==> config.mk <==
export PLATFORM = sky130hd
export DESIGN_NAME = filter_mode_sequencer_flat
export DESIGN_NICKNAME = d
export VERILOG_FILES = /design/src/rtl/vfx_pkg.sv /design/src/rtl/filter_mode_sequencer_if.sv /design/src/rtl/frame_pos_counter.sv /design/src/rtl/filter_mode_sequencer.sv /design/src/flat_wrapper.sv
export SDC_FILE = /design/constraint.sdc
export NUM_CORES = 1
export LEC_CHECK = 0
export BUFFER_PORTS_ARGS = -buffer_cell sky130_fd_sc_hd__buf_2
export CELL_PAD_IN_SITES_DETAIL_PLACEMENT = 1
export CELL_PAD_IN_SITES_GLOBAL_PLACEMENT = 2
export CORE_AREA = 10 10 92 94
export CTS_BUF_LIST = sky130_fd_sc_hd__clkbuf_4 sky130_fd_sc_hd__clkbuf_8
export DETAILED_ROUTE_END_ITERATION = 7
export DIE_AREA = 0 0 102 104
export PLACE_DENSITY_LB_ADDON = 0.1
export SETUP_SLACK_MARGIN = 0.15
export SLEW_MARGIN = 10
export SYNTH_ARGS = -nofsm -noshare
export SYNTH_HDL_FRONTEND = slang
export SYNTH_SLANG_ARGS = --single-unit
==> constraint.sdc <==
create_clock -name clk -period 4.56 [get_ports clk]
set_input_delay 0.456 -clock clk [delete_from_list [all_inputs] [get_ports clk]]
set_output_delay 0.456 -clock clk [all_outputs]
set_load 0.01 [all_outputs]
==> src/rtl/vfx_pkg.sv <==
// Shared types and constants for the video-filter control path.
//   seq_state_t    : frame sequencer states
//   FLAG_*         : kernel-select encodings understood by the filter
//   DEF_IMG_*      : default active image size
//   flag_radius()  : kernel radius (pixels blanked at each edge) for a flag
//   flag_commit()  : maps a requested flag onto a legal one (4-7 -> bypass)
package vfx_pkg;

    typedef enum logic [1:0] {
        IDLE   = 2'd0,
        ACTIVE = 2'd1,
        RESYNC = 2'd2
    } seq_state_t;

    localparam logic [2:0] FLAG_BYPASS  = 3'd0;
    localparam logic [2:0] FLAG_3X3     = 3'd1;
    localparam logic [2:0] FLAG_5X5     = 3'd2;
    localparam logic [2:0] FLAG_5X5_ALT = 3'd3;

    localparam int DEF_IMG_WIDTH  = 320;
    localparam int DEF_IMG_HEIGHT = 240;

    function automatic logic [1:0] flag_radius(input logic [2:0] flag);
        logic [1:0] r;
        case (flag)
            FLAG_3X3:               r = 2'd1;
            FLAG_5X5, FLAG_5X5_ALT: r = 2'd2;
            default:                r = 2'd0;
        endcase
        return r;
    endfunction

    function automatic logic [2:0] flag_commit(input logic [2:0] flag);
        return (flag > FLAG_5X5_ALT) ? FLAG_BYPASS : flag;
    endfunction

endpackage

==> src/rtl/filter_mode_sequencer_if.sv <==
// Avalon-ST video stream as observed by the sequencer.
//   valid_in          : source has a pixel on the bus
//   ready_in          : sink accepts this cycle
//   startofpacket_in  : first pixel of a frame
//   endofpacket_in    : last pixel of a frame
// Handshake: a beat happens on a rising clock edge where valid_in and ready_in
// are both high; SOP/EOP are meaningful only on a beat and are ignored otherwise.
interface filter_mode_sequencer_if;
    logic valid_in;
    logic ready_in;
    logic startofpacket_in;
    logic endofpacket_in;

    modport master (
        output valid_in,
        output ready_in,
        output startofpacket_in,
        output endofpacket_in
    );

    modport slave (
        input valid_in,
        input ready_in,
        input startofpacket_in,
        input endofpacket_in
    );
endinterface

==> src/rtl/frame_pos_counter.sv <==
// Pixel position counter for one frame.
//   clk, reset_n  : clock, async active-low reset
//   clr_i         : return to (0,0); wins over en_i
//   en_i          : advance one pixel, wrapping x at the line end
//   x_o, y_o      : current column / line
//   last_next_o   : the next advance lands on the final pixel (W-1,H-1)
// Assumes IMG_WIDTH >= 2.
module frame_pos_counter #(
    parameter int IMG_WIDTH  = 320,
    parameter int IMG_HEIGHT = 240,
    parameter int X_W        = 9,
    parameter int Y_W        = 8
) (
    input  logic           clk,
    input  logic           reset_n,
    input  logic           clr_i,
    input  logic           en_i,
    output logic [X_W-1:0] x_o,
    output logic [Y_W-1:0] y_o,
    output logic           last_next_o
);

    localparam logic [X_W-1:0] X_MAX = X_W'(IMG_WIDTH - 1);
    localparam logic [X_W-1:0] X_PEN = X_W'(IMG_WIDTH - 2);
    localparam logic [Y_W-1:0] Y_MAX = Y_W'(IMG_HEIGHT - 1);

    logic [X_W-1:0] x_q, x_d;
    logic [Y_W-1:0] y_q, y_d;

    always_comb begin
        x_d = x_q;
        y_d = y_q;
        if (clr_i) begin
            x_d = '0;
            y_d = '0;
        end else if (en_i) begin
            if (x_q == X_MAX) begin
                x_d = '0;
                // Guard keeps y inside the image even if driven past the end.
                y_d = (y_q == Y_MAX) ? '0 : y_q + Y_W'(1);
            end else begin
                x_d = x_q + X_W'(1);
            end
        end
    end

    always_ff @(posedge clk or negedge reset_n) begin
        if (!reset_n) begin
            x_q <= '0;
            y_q <= '0;
        end else begin
            x_q <= x_d;
            y_q <= y_d;
        end
    end

    assign x_o         = x_q;
    assign y_o         = y_q;
    assign last_next_o = (x_q == X_PEN) && (y_q == Y_MAX);

endmodule

==> src/rtl/filter_mode_sequencer.sv <==
// Frame-level controller for the kernel-convolution edge filter. Commits the
// requested kernel only on start-of-packet, tracks pixel position, flags
// kernel-border pixels and detects malformed frames.
//   clk, reset_n   : clock, async active-low reset
//   st             : observed video stream (slave modport)
//   req_flag       : requested kernel select
//   active_flag    : committed kernel select, constant within a frame
//   x_pos, y_pos   : position of the last accepted beat
//   border_blank   : last beat lies within kernel radius of an edge (combinational)
//   frame_active   : high while a frame is in progress
//   frame_err      : one-cycle pulse on a framing error
//   frame_count    : well-formed frames completed (wraps)
//   state_dbg      : current sequencer state
module filter_mode_sequencer
    import vfx_pkg::*;
#(
    parameter int IMG_WIDTH  = DEF_IMG_WIDTH,
    parameter int IMG_HEIGHT = DEF_IMG_HEIGHT,
    parameter int X_W        = 9,
    parameter int Y_W        = 8,
    parameter int CNT_W      = 16
) (
    input  logic                     clk,
    input  logic                     reset_n,
    filter_mode_sequencer_if.slave   st,
    input  logic [2:0]               req_flag,
    output logic [2:0]               active_flag,
    output logic [X_W-1:0]           x_pos,
    output logic [Y_W-1:0]           y_pos,
    output logic                     border_blank,
    output logic                     frame_active,
    output logic                     frame_err,
    output logic [CNT_W-1:0]         frame_count,
    output seq_state_t               state_dbg
);

    seq_state_t       state_q;
    logic [2:0]       active_flag_q;
    logic             frame_active_q;
    logic             frame_err_q;
    logic [CNT_W-1:0] frame_count_q;

    logic beat, sop, eop;
    logic cnt_clr, cnt_en, last_next;

    assign beat = st.valid_in & st.ready_in;
    assign sop  = beat & st.startofpacket_in;
    assign eop  = beat & st.endofpacket_in;

    // Any SOP beat restarts the position; only in-frame non-SOP beats advance it.
    assign cnt_clr = sop;
    assign cnt_en  = beat & ~st.startofpacket_in & (state_q == ACTIVE);

    frame_pos_counter #(
        .IMG_WIDTH  (IMG_WIDTH),
        .IMG_HEIGHT (IMG_HEIGHT),
        .X_W        (X_W),
        .Y_W        (Y_W)
    ) u_pos (
        .clk         (clk),
        .reset_n     (reset_n),
        .clr_i       (cnt_clr),
        .en_i        (cnt_en),
        .x_o         (x_pos),
        .y_o         (y_pos),
        .last_next_o (last_next)
    );

    always_ff @(posedge clk or negedge reset_n) begin
        if (!reset_n) begin
            state_q        <= IDLE;
            active_flag_q  <= FLAG_BYPASS;
            frame_active_q <= 1'b0;
            frame_err_q    <= 1'b0;
            frame_count_q  <= '0;
        end else begin
            frame_err_q <= 1'b0;
            if (sop) begin
                // SOP always starts a frame; inside ACTIVE it also aborts the old one.
                // A simultaneous EOP is a one-pixel frame, which can never be legal.
                active_flag_q <= flag_commit(req_flag);
                if ((state_q == ACTIVE) || eop) begin
                    frame_err_q <= 1'b1;
                end
                if (eop) begin
                    state_q        <= IDLE;
                    frame_active_q <= 1'b0;
                end else begin
                    state_q        <= ACTIVE;
                    frame_active_q <= 1'b1;
                end
            end else if (beat) begin
                case (state_q)
                    ACTIVE: begin
                        if (last_next) begin
                            frame_active_q <= 1'b0;
                            if (eop) begin
                                frame_count_q <= frame_count_q + CNT_W'(1);
                                state_q       <= IDLE;
                            end else begin
                                frame_err_q <= 1'b1;
                                state_q     <= RESYNC;
                            end
                        end else if (eop) begin
                            frame_err_q    <= 1'b1;
                            frame_active_q <= 1'b0;
                            state_q        <= IDLE;
                        end
                    end
                    RESYNC: begin
                        if (eop) begin
                            state_q <= IDLE;
                        end
                    end
                    IDLE: begin
                        state_q <= IDLE;
                    end
                    default: begin
                        state_q        <= IDLE;
                        frame_active_q <= 1'b0;
                    end
                endcase
            end
        end
    end

    // Border test against the committed kernel radius; radius 0 never blanks.
    logic [1:0]     radius;
    logic [X_W-1:0] r_x, x_hi;
    logic [Y_W-1:0] r_y, y_hi;

    assign radius = flag_radius(active_flag_q);
    assign r_x    = X_W'(radius);
    assign r_y    = Y_W'(radius);
    assign x_hi   = X_W'(IMG_WIDTH - 1) - r_x;
    assign y_hi   = Y_W'(IMG_HEIGHT - 1) - r_y;

    assign border_blank = frame_active_q & (radius != 2'd0) &
                          ((x_pos < r_x) | (x_pos > x_hi) |
                           (y_pos < r_y) | (y_pos > y_hi));

    assign active_flag  = active_flag_q;
    assign frame_active = frame_active_q;
    assign frame_err    = frame_err_q;
    assign frame_count  = frame_count_q;
    assign state_dbg    = state_q;

endmodule

==> src/flat_wrapper.sv <==
// flat-port wrapper written by rule: the top's interface ports become plain ports
module filter_mode_sequencer_flat import vfx_pkg::*;
#(
    parameter int IMG_WIDTH  = DEF_IMG_WIDTH,
    parameter int IMG_HEIGHT = DEF_IMG_HEIGHT,
    parameter int X_W        = 9,
    parameter int Y_W        = 8,
    parameter int CNT_W      = 16
)
  (clk, reset_n, req_flag, active_flag, x_pos, y_pos, border_blank, frame_active, frame_err, frame_count, state_dbg, st_valid_in, st_ready_in, st_startofpacket_in, st_endofpacket_in);
  filter_mode_sequencer_if st_i ();
  input  logic clk;
  input  logic reset_n;
  input  logic [2:0] req_flag;
  output logic [2:0] active_flag;
  output logic [X_W-1:0] x_pos;
  output logic [Y_W-1:0] y_pos;
  output logic border_blank;
  output logic frame_active;
  output logic frame_err;
  output logic [CNT_W-1:0] frame_count;
  output seq_state_t state_dbg;
  input wire logic [$bits(st_i.valid_in)-1:0] st_valid_in;
  input wire logic [$bits(st_i.ready_in)-1:0] st_ready_in;
  input wire logic [$bits(st_i.startofpacket_in)-1:0] st_startofpacket_in;
  input wire logic [$bits(st_i.endofpacket_in)-1:0] st_endofpacket_in;
  assign st_i.valid_in = st_valid_in;
  assign st_i.ready_in = st_ready_in;
  assign st_i.startofpacket_in = st_startofpacket_in;
  assign st_i.endofpacket_in = st_endofpacket_in;
  filter_mode_sequencer #(.IMG_WIDTH(IMG_WIDTH), .IMG_HEIGHT(IMG_HEIGHT), .X_W(X_W), .Y_W(Y_W), .CNT_W(CNT_W)) u_core (.clk(clk), .reset_n(reset_n), .st(st_i), .req_flag(req_flag), .active_flag(active_flag), .x_pos(x_pos), .y_pos(y_pos), .border_blank(border_blank), .frame_active(frame_active), .frame_err(frame_err), .frame_count(frame_count), .state_dbg(state_dbg));
endmodule
==> results.txt <==
The flow ran to the end, and the final reports show no timing, DRC or antenna violations. For this run, the leading register cell type out of synthesis is sky130_fd_sc_hd__dfrtp_1. The width of the chip is 102 µm. The DRC violations left came out at 0.

Fill cells in the final layout number 791. In this design, the stage delay of the slowest critical-path cell is 410 ps. The worst setup path is captured at a primary output.

The die height is 104 µm. The share of power burned in combinational logic is 0.114. TritonCTS built the clock tree. STA classifies the critical path startpoint as a register.

Once detail routing completed, the nets flagged for antenna violations numbered 0. The deepest clock path buffer count came out at 2. The synthesized instance count came out at 244. Adding up every negative setup slack in the final design gives 0 ps.

The critical path goes through nand3b_1, ha_1, inv_1, o221a_2, o31ai_1, a41oi_1, buf_2. The count of final max-slew check failures is 0. The largest clock skew in the final design came out at 6.13 ps. CTS placed an instance of sky130_fd_sc_hd__clkbuf_8 at the clock tree root.

The weighted congestion at the end of routability-driven global placement came out at 0.751. The CTS sink count came out at 40. Setup repair after global routing left no endpoint under its margin. After detailed routing, the number of vias per cell comes to 5.38.

The sequential area share after synthesis is 0.409. The number of placed cells counting well taps came out at 363. The die outline area came out at 10600 µm².

The number of I/O port buffers is 49. The worst setup path is of the register to primary output kind. The finished cells cover 2810 µm².

The CTS H-tree depth is 2. Buffers inserted to repair hold after CTS numbered 0. The number of gates resized after cts is 0. The number of hold violations in the final report is 0.

The pin count of the biggest net entering global routing is 41. The routed wire length came out at 6600 µm. The power density relative to cell area came out at 275 nW/µm².

The top-level I/O count is 50. The via count of the first global-routing pass came out at 2104. The number of clock buffers inserted by TritonCTS came out at 5. The net count reported at finish is 315. The wire-length estimate of the detail-placed layout is 4960 µm. The share of flip-flops with an asynchronous set or reset after synthesis came out at 1.00. Across every metal layer, demand over resource in global routing totals 0.125.

The type of the most critical hold path is primary input to asynchronous set/reset pin. Of the total power, the share spent switching nets is 0.270. The synthesized design contains 0 enable-type register cells. The cell leakage power is 1.44 nW.

The total number of vias came out at 1997. Dividing the detail-routed wire length by the instance count gives 17.8 µm. The core area came out at 6680 µm². The post-CTS setup-driven buffer insertion count came out at 0.

For this block, the initial DRC count from the detailed router was 98. The internal power is 563 µW. The final hold slack came out at 307 ps. Before antenna repair, the detailed router went through 4 iterations. The final clock period utilization by the worst path is 0.579. The max-cap check violation count came out at 0. The area after detailed placement is 2700 µm². The register clock-pin slew on the reported worst setup and hold paths came out at 90 ps. The top cell types in the final layout, fill and taps aside, are 49 x sky130_fd_sc_hd__buf_2, 40 x sky130_fd_sc_hd__dfrtp_1, 21 x sky130_fd_sc_hd__nand2_1, 18 x sky130_fd_sc_hd__nand3_1.

After the flow finishes, the layout carries non-filler instances totaling 371. The number of diodes is 0. The area growth from synthesis to layout came out at 15.0%. The starting density of the core is 0.366. The wire length of the first global-routing pass is 10900 µm. The setup violation total in the final timing report is 0. The number of antenna violations at the first check in global routing is 0. The final critical delay including setup and external delays came out at 2640 ps.

The required time reported for the critical path endpoint is 4100 ps. The worst pin sits at a relative slew slack of 0.352. The Yosys warning count came out at 0. The switching power of the nets is 209 µW. The synthesized area divided by synthesized cell count came out at 10.0 µm². The synthesized netlist occupies a cell area of 2440 µm². The power share of the sequential group came out at 0.485. Counting every net in the synthesized netlist gives 269. The clock group share of total power is 0.401.

The largest individual stage delay along the critical path comes from the cell sky130_fd_sc_hd__dfrtp_1. The number of placement rows came out at 30. The number of flip-flops and latches in the synthesized netlist came out at 40. The fraction of final layout cells with drive strength greater than 1 came out at 0.237. The maximum frequency from static timing analysis is 379 MHz. Summed over all layers, the global routing overflow is 0. Leaving out fill and tap cells, the most frequent cell in the layout is sky130_fd_sc_hd__buf_2.

The worst-case IR drop observed on VDD is 0.108 mV. The maximum net fanout on the critical path is 4. The count of cell types in the netlist came out at 49. The count of cells along the worst register-to-register path came out at 9.

The arrival time of data at the critical path endpoint is 2180 ps. The slew at the pin closest to its max-slew limit is 972 ps. The clock network latency to the later pin of the worst-skew pair is 300 ps.
## worst paths after layout
kind / startpoint / to / slack, ps
min in group clk: req_flag[1] / u_core.active_flag[1] / 390
max: u_core.active_flag[1] / border_blank / 1920
max in group asynchronous: reset_n / u_core.state_dbg[0] / 3650
min reg2reg: u_core.frame_count[15] / u_core.frame_count[15] / 490
max reg2reg: u_core.u_pos.y_o[1] / u_core.frame_count[13] / 2070
min: reset_n / u_core.u_pos.x_o[4] / 310
## power groups by stage
stage	sequential, mW	clock [mW]	combinational (mW)
floorplan	0.384	0	0.0487
global placement	0.382	0	0.0901
detailed placement	0.382	0	0.0914
CTS	0.375	0.317	0.0917
global route	0.377	0.332	0.102
finish	0.375	0.309	0.0879
## metal layers
layer | track usage | part of all wire | vias up
li1 | - | - | 970
met1 | 0.153 | 0.46 | 981
met2 | 0.206 | 0.48 | 40
met3 | 0.0399 | 0.058 | 6
met4 | 0.0262 | 0.0074 | 0
met5 | 0 | 0 | -
## layout make-up
cell class | count | area, µm² | share of cell area
Sequential cell | 40 | 1000 | 0.356
Clock inverter | 2 | 35.0 | 0.0125
Tap cell | 80 | 100 | 0.0356
Inverter | 11 | 41.3 | 0.0147
Timing Repair Buffer | 49 | 245 | 0.0872
Clock buffer | 6 | 76.3 | 0.0271
Multi-Input combinational cell | 183 | 1310 | 0.467
## state kept, by name, summed over array words and instances (netlist names)
signal               count
u_core.active_flag       3
u_core.frame_active      1
u_core.frame_count      16
u_core.frame_err         1
u_core.state_dbg         2
u_core.u_pos.x_o         9
u_core.u_pos.y_o         8
## cell families (layout without fill, tap and decap cells)
| group | count (synthesis) | count (layout) | share of synthesized area |
|---|---|---|---|
| flops | 40 | 40 | 0.409 |
| simple gates | 106 | 106 | 0.252 |
| compound gates | 37 | 37 | 0.115 |
| xor+xnor | 21 | 21 | 0.0752 |
| mux | 3 | 3 | 0.0128 |
| buf+inv | 21 | 68 | 0.0537 |
| fa+ha+maj | 16 | 16 | 0.0819 |
## critical path, delay by kind of cell, from the launching register on
family | cells | cell delay, ps
DFF | 1 | 410
AOI/OAI and AO/OA | 3 | 650
buffers and inverters | 2 | 210
adders and majority gates | 1 | 340
and+or+nand+nor | 1 | 280
## metrics by stage
stage / power, mW / worst slack [ps] / util
global route: 0.811 / 1690 / 0.421
CTS: 0.784 / 1870 / 0.421
finish: 0.772 / 1920 / 0.421
detailed placement: 0.474 / 2020 / 0.404
floorplan: 0.433 / 2360 / -
global placement: 0.472 / 2130 / 0.404
## synthesized netlist by cell type (2+ instances only)
| master | count | area [µm²] |
|---|---|---|
| sky130_fd_sc_hd__nand4_1 | 9 | 56.3 |
| sky130_fd_sc_hd__nor3_1 | 5 | 25.0 |
| sky130_fd_sc_hd__mux2i_1 | 2 | 20.0 |
| sky130_fd_sc_hd__nor4_1 | 4 | 25.0 |
| sky130_fd_sc_hd__nor2b_1 | 2 | 12.5 |
| sky130_fd_sc_hd__nor2_1 | 16 | 60.1 |
| sky130_fd_sc_hd__a32o_1 | 4 | 40.0 |
| sky130_fd_sc_hd__xnor2_1 | 14 | 123 |
| sky130_fd_sc_hd__and3_1 | 9 | 56.3 |
| sky130_fd_sc_hd__o211ai_1 | 3 | 22.5 |
| sky130_fd_sc_hd__nand3_1 | 18 | 90.1 |
| sky130_fd_sc_hd__nor3b_1 | 3 | 22.5 |
| sky130_fd_sc_hd__ha_1 | 16 | 200 |
| sky130_fd_sc_hd__nand2_1 | 21 | 78.8 |
| sky130_fd_sc_hd__buf_6 | 4 | 45.0 |
| sky130_fd_sc_hd__and4_1 | 2 | 17.5 |
| sky130_fd_sc_hd__buf_2 | 4 | 20.0 |
| sky130_fd_sc_hd__o21ai_1 | 4 | 20.0 |
| sky130_fd_sc_hd__inv_1 | 11 | 41.3 |
| sky130_fd_sc_hd__nand2b_1 | 4 | 25.0 |
| sky130_fd_sc_hd__o21ai_0 | 7 | 35.0 |
| sky130_fd_sc_hd__nand3b_1 | 3 | 22.5 |
| sky130_fd_sc_hd__xor2_1 | 7 | 61.3 |
| sky130_fd_sc_hd__o21bai_1 | 2 | 15.0 |
| sky130_fd_sc_hd__a21oi_1 | 6 | 30.0 |
| sky130_fd_sc_hd__dfrtp_1 | 40 | 1000 |
| sky130_fd_sc_hd__a41oi_1 | 2 | 17.5 |
(Power assumes the default switching activity.)
